`src/rtl/twiddle_gen.sv`:
```
// Twiddle-factor sequencer for radix-2 FFT/IFFT stages: quarter-wave cosine
// table with mirror/sign logic, streaming one stage over valid/ready.
module twiddle_gen #(
  parameter int LOG2N = 5,
  parameter int DW    = 16,
  parameter int FRAC  = 8
) (
  input  logic                       clk,
  input  logic                       rst_n,
  input  logic                       start,
  input  logic [$clog2(LOG2N)-1:0]   stage,
  input  logic                       inverse,
  input  logic                       out_ready,
  output logic                       out_valid,
  output logic signed [DW-1:0]       twid_re,
  output logic signed [DW-1:0]       twid_im,
  output logic [LOG2N-2:0]           twid_idx,
  output logic                       twid_last,
  output logic                       busy,
  output logic                       err
);

  localparam int N  = 1 << LOG2N;
  localparam int AW = LOG2N - 1;
  localparam int SW = $clog2(LOG2N);
  localparam logic [SW:0]      STAGE_LIM = (SW+1)'(LOG2N);
  localparam logic [LOG2N-1:0] QTR       = LOG2N'(N / 4);
  localparam logic [LOG2N-1:0] HLF       = LOG2N'(N / 2);

  typedef enum logic [1:0] {S_IDLE, S_RUN, S_DRAIN} state_t;

  function automatic logic signed [DW-1:0] q_val(input int i);
    real ang;
    ang = 2.0 * 3.14159265358979323846 * real'(i) / real'(N);
    return DW'($rtoi($cos(ang) * real'(1 << FRAC)));
  endfunction

  logic signed [DW-1:0] qtab [0:N/4];

  for (genvar gi = 0; gi <= N/4; gi++) begin : g_qtab
    assign qtab[gi] = q_val(gi);
  end

  state_t               state_q, state_d;
  logic [AW-1:0]        k_q, k_d;
  logic [SW-1:0]        s_q, s_d;
  logic                 inv_q, inv_d;
  logic                 busy_q, busy_d;
  logic                 err_q, err_d;

  logic                 v1_q, v1_d;
  logic [AW-1:0]        ca1_q, ca1_d;
  logic [AW-1:0]        sa1_q, sa1_d;
  logic                 neg1_q, neg1_d;
  logic                 inv1_q, inv1_d;
  logic [AW-1:0]        idx1_q, idx1_d;
  logic                 last1_q, last1_d;

  logic                 out_valid_q, out_valid_d;
  logic signed [DW-1:0] re_q, re_d;
  logic signed [DW-1:0] im_q, im_d;
  logic [AW-1:0]        idx_q, idx_d;
  logic                 last_q, last_d;

  logic                 adv, issue;
  logic [AW-1:0]        last_k;
  logic [SW-1:0]        shamt;
  logic [LOG2N-1:0]     e;
  logic [AW-1:0]        ca, sa;
  logic                 neg;
  logic signed [DW-1:0] cv, sv;

  always_comb begin
    state_d     = state_q;
    k_d         = k_q;
    s_d         = s_q;
    inv_d       = inv_q;
    busy_d      = busy_q;
    err_d       = 1'b0;
    v1_d        = v1_q;
    ca1_d       = ca1_q;
    sa1_d       = sa1_q;
    neg1_d      = neg1_q;
    inv1_d      = inv1_q;
    idx1_d      = idx1_q;
    last1_d     = last1_q;
    out_valid_d = out_valid_q;
    re_d        = re_q;
    im_d        = im_q;
    idx_d       = idx_q;
    last_d      = last_q;

    adv    = !out_valid_q || out_ready;
    issue  = (state_q == S_RUN) && adv;
    last_k = AW'((1 << s_q) - 1);
    shamt  = SW'(LOG2N - 1) - s_q;
    e      = LOG2N'(k_q) << shamt;

    // Fold the half-wave exponent onto the quarter table; second quadrant
    // reads the cosine mirrored and negated.
    if (e <= QTR) begin
      ca  = AW'(e);
      sa  = AW'(QTR - e);
      neg = 1'b0;
    end else begin
      ca  = AW'(HLF - e);
      sa  = AW'(e - QTR);
      neg = 1'b1;
    end

    cv = qtab[ca1_q];
    sv = qtab[sa1_q];

    case (state_q)
      S_IDLE: begin
        if (start) begin
          if ({1'b0, stage} < STAGE_LIM) begin
            state_d = S_RUN;
            k_d     = '0;
            s_d     = stage;
            inv_d   = inverse;
            busy_d  = 1'b1;
          end else begin
            err_d = 1'b1;
          end
        end
      end
      S_RUN: begin
        if (issue) begin
          if (k_q == last_k) state_d = S_DRAIN;
          else               k_d     = k_q + 1'b1;
        end
      end
      S_DRAIN: begin
        if (out_valid_q && out_ready && last_q) begin
          state_d = S_IDLE;
          busy_d  = 1'b0;
        end
      end
      default: state_d = S_IDLE;
    endcase

    if (adv) begin
      v1_d = issue;
      if (issue) begin
        ca1_d   = ca;
        sa1_d   = sa;
        neg1_d  = neg;
        inv1_d  = inv_q;
        idx1_d  = k_q;
        last1_d = (k_q == last_k);
      end
      out_valid_d = v1_q;
      if (v1_q) begin
        re_d   = neg1_q ? -cv : cv;
        im_d   = inv1_q ? sv : -sv;
        idx_d  = idx1_q;
        last_d = last1_q;
      end
    end
  end

  always_ff @(posedge clk or negedge rst_n) begin
    if (!rst_n) begin
      state_q     <= S_IDLE;
      k_q         <= '0;
      s_q         <= '0;
      inv_q       <= 1'b0;
      busy_q      <= 1'b0;
      err_q       <= 1'b0;
      v1_q        <= 1'b0;
      ca1_q       <= '0;
      sa1_q       <= '0;
      neg1_q      <= 1'b0;
      inv1_q      <= 1'b0;
      idx1_q      <= '0;
      last1_q     <= 1'b0;
      out_valid_q <= 1'b0;
      re_q        <= '0;
      im_q        <= '0;
      idx_q       <= '0;
      last_q      <= 1'b0;
    end else begin
      state_q     <= state_d;
      k_q         <= k_d;
      s_q         <= s_d;
      inv_q       <= inv_d;
      busy_q      <= busy_d;
      err_q       <= err_d;
      v1_q        <= v1_d;
      ca1_q       <= ca1_d;
      sa1_q       <= sa1_d;
      neg1_q      <= neg1_d;
      inv1_q      <= inv1_d;
      idx1_q      <= idx1_d;
      last1_q     <= last1_d;
      out_valid_q <= out_valid_d;
      re_q        <= re_d;
      im_q        <= im_d;
      idx_q       <= idx_d;
      last_q      <= last_d;
    end
  end

  assign out_valid = out_valid_q;
  assign twid_re   = re_q;
  assign twid_im   = im_q;
  assign twid_idx  = idx_q;
  assign twid_last = last_q;
  assign busy      = busy_q;
  assign err       = err_q;

endmodule

```
`config.mk`:
```
export PLATFORM = sky130hd
export DESIGN_NAME = twiddle_gen
export DESIGN_NICKNAME = d
export VERILOG_FILES = /design/src/rtl/twiddle_gen.sv
export SDC_FILE = /design/constraint.sdc
export NUM_CORES = 1
export LEC_CHECK = 0
export BUFFER_PORTS_ARGS = -buffer_cell sky130_fd_sc_hd__buf_2
export CORE_MARGIN = 4
export CORE_UTILIZATION = 57
export CTS_BUF_LIST = sky130_fd_sc_hd__clkbuf_4
export DETAILED_ROUTE_END_ITERATION = 8
export PLACE_DENSITY = 0.8
export SYNTH_ARGS = -nofsm -noshare
export SYNTH_HDL_FRONTEND = slang
export SYNTH_SLANG_ARGS = --single-unit
```
`constraint.sdc`:
```
create_clock -name clk -period 3.25 [get_ports clk]
set_input_delay 0.1625 -clock clk [delete_from_list [all_inputs] [get_ports clk]]
set_output_delay 0.1625 -clock clk [all_outputs]
set_load 0.01 [all_outputs]
```
==> results by group <==
Outcome
  – Outcome: finished clean

Synthesis
  – Async set or reset register ratio after synthesis: 1.00
  – Synth Register Bits: 65
  – Main combinational cell family by area after synthesis: compound AO/OA/AOI/OAI gates
  – Complex-gate fraction of the synthesized area: 0.194
  – Post-Synth XOR/XNOR Area: 0.0507
  – Synth Area in Simple Gates: 0.173
  – Average size of a mapped cell: around 9.4 µm²
  – Syn_nets: approximately 420
  – Synthesized area: 3720 µm²
  – Total number of yosys warnings: 0
  – Mux cell area share after synthesis: 0.0453
  – Gate count after technology mapping: around 400
  – Post-synth cell types: 57
  – Adder-Cell Fraction of Synth Area: 0.0537
  – Top FF cell, synth: dfrtp_1
  – Number of synthesized flops with an enable pin: 0
  – Register area share after synthesis: 0.437

STA
  – RSZ-0062 raised after global routing: false
  – Hold Violations, Final: 0
  – Highest achievable clock rate: approximately 0.36 GHz
  – Slew at the pin with the worst max-slew slack: 0.988 ns
  – Final period util: 0.846
  – Final setup skew: about 0.016 ns
  – Rel. slew slack: 0.341
  – Final setup violation count: 0
  – Final setup margin: about 0.5 ns
  – Setup TNS: 0 ns
  – Min Tclk post-route: approximately 2.8 ns
  – Final slew viol count: 0

Clock network
  – Clk Latency, worst-skew pair: ~0.4 ns
  – H-tree Lvls: 3
  – Worst-path clk slew: 0.10 ns
  – Clock Path Buffers: 2
  – CTS buffer count: 9
  – Clk root buf: clkbuf_4
  – TritonCTS clock tree: built
  – Post-CTS setup buffers: 0
  – Clock Sinks: 65

Route
  – Drc violations: 0
  – Detail Route Antenna Nets: 0
  – Routed len/inst: 13.7 µm
  – Iter 0 DRT Violations: 198
  – Drt via density: about 5.5
  – DRT Pass-1 Iters: 5
  – Drt total wl: between 7 and 8 mm
  – DR vias: about 2900

Power
  – Pwr/cell area: about 1200 nW/µm²
  – Worst IR Drop VDD: roughly 800 µV
  – Leak pwr: between 2 and 2.5 nW

Worst setup path
  – Crit. End Element: register
  – Critical path data arrival time: 3.09 ns
  – CP Max Fanout: 8
  – R2r setup slk: 0.50 ns
  – Crit Path Category: register to register
  – Startpoint Class: register
  – Worst EP required: 3.59 ns

Place
  – HPWL after DPL: between 5 and 6 mm
  – Post-Place Cells: 502
  – Port-buffer cells: between 40 and 50
  – GP Congestion: around 0.87
  – Setup WS pre-CTS: about 0.52 ns

Finish
  – Reg area: ~1600 µm²
  – Antenna Cells: 0
  – Final Instance Count excl. Fillers: 521
  – Multi-input gate area: slightly below 2000 µm²
  – FILL cells: 519
  – Final #Nets: ~470
  – Layout cells sized above 1: 0.187
  – Area Overhead vs Synth: 10.9%

Die
  – Die Height: between 80 and 90 µm
  – Ports: 48
  – Area of the core: 6350 µm²
  – Die W: around 90 µm
  – Die area: ~7900 µm²
  – Starting Density: 0.587
  – FP Rows: 29

Global routing
  – Vias in the first global route: ~2700
  – GR Util All Layers: 0.202
  – Initial antenna violation count: 0
  – GRT overflow: 0
  – Pin count of the biggest net entering global routing: 47
  – First-pass GRT wire length: 12.6 mm

Flow run
  – Max_cap viols: 0

Hold path
  – Worst Hold Class: input port to register
[Yosys cell counts (all sizes together), types with 8 or more instances]
cell	instances	area share
a21o	17	0.034
a21oi	17	0.025
buf	10	0.015
clkbuf	15	0.015
dfrtp	65	0.44
ha	16	0.054
inv	16	0.016
mux2i	12	0.033
nand2	80	0.081
nand2b	11	0.018
nand3	8	0.011
nor2	15	0.015
nor3	8	0.011
o21ai	32	0.043
xnor2	9	0.021
xor2	10	0.024
[final timing paths]
| check | from | end | cells after the start |
|---|---|---|---|
| worst max-delay path | s_q[0] | ca1_q[2] | 10 |
| worst min-delay path | start | err | 3 |
| worst max register to register | s_q[0] | ca1_q[2] | 10 |
| worst min register to register | idx1_q[2] | twid_idx[2] | 2 |
| max in group asynchronous | rst_n | v1_q | 3 |
| min in group asynchronous | rst_n | twid_im[6] | 2 |
[cells by family after synthesis]
kind of cell	count (synthesis)
mux	16
simple gates	142
xor+xnor	20
fa+ha+maj	16
compound gates	98
buf+inv	41
flops	65
[cell type report]
cell class | count | share of cell area
timing repair buffer | 57 | 0.0782
inverter | 16 | 0.0145
clock buffer | 10 | 0.0182
clock inverter | 4 | 0.00545
tap | 77 | 0.0233
multi-input combinational | 292 | 0.467
sequential | 65 | 0.394
[cells in the final DEF (no fill, tap or decap), types with 4 or more instances in the layout]
cell / synthesis / layout
buf_4: 2 / 5
o21ai_1: 10 / 10
inv_1: 16 / 16
o31ai_1: 6 / 6
a21o_1: 17 / 17
mux2i_1: 11 / 11
nand3_1: 8 / 8
and3_1: 4 / 4
dlygate4sd3_1: 0 / 5
dfrtp_1: 65 / 65
nand2b_1: 11 / 11
clkbuf_4: 0 / 10
a21oi_1: 15 / 15
nand3b_1: 4 / 4
xor2_1: 10 / 10
ha_1: 16 / 16
nor2_1: 15 / 15
xnor2_1: 9 / 9
nor3_1: 8 / 8
buf_2: 4 / 47
nand2_1: 80 / 79
o21ai_0: 22 / 22
[critical path, stage by stage, from the launching register on]
cell	delay, ns
dfrtp_1	0.35
inv_1	0.07
ha_1	0.20
ha_1	0.36
nand2b_1	0.22
nand3b_1	0.16
ha_1	0.26
o221ai_2	0.20
a211oi_4	0.42
mux2_1	0.37
nand2_1	0.07
[per-stage QoR]
step | hold slack, ns | area (µm²) | utilization | total power, W
6_report | 0.0228 | 4130 | 0.650 | 0.00475
5_1_grt | 0.0122 | 4130 | 0.650 | 0.00523
4_1_cts | 0.00859 | 4130 | 0.650 | 0.00479
3_5_place_dp | 0.383 | 3980 | 0.627 | 0.00434
3_3_place_gp | 0.377 | 3980 | 0.627 | 0.00426
2_1_floorplan | -0.133 | 3720 | - | 0.00373
[registers in the layout, summed over array words and instances, names as in the netlist, 2 cells and up]
signal / count
k_q: 4
twid_idx: 4
s_q: 3
idx1_q: 4
twid_im: 16
sa1_q: 3
twid_re: 16
state_q: 2
ca1_q: 4
[where the power goes]
group | internal (W) | switching (W) | total [W]
logic | 0.00123 | 0.00159 | 0.00282
clock network | 0.000154 | 0.000277 | 0.000431
registers | 0.00115 | 0.000342 | 0.00150
[routing by layer]
| metal | GRT usage | up-vias | routed length (µm) |
|---|---|---|---|
| met4 | 0.0701 | 0 | 91 |
| met5 | 0 | - | 0 |
| li1 | - | 1465 | - |
| met3 | 0.0428 | 9 | 355 |
| met1 | 0.270 | 1347 | 3290 |
| met2 | 0.326 | 59 | 3430 |
[repair_timing]
action,CTS,global route
hold buffers,5,0
gates resized for setup,0,0
hold endpoints to repair,49,0
No activity file was read; power rests on OpenSTA's default activity.
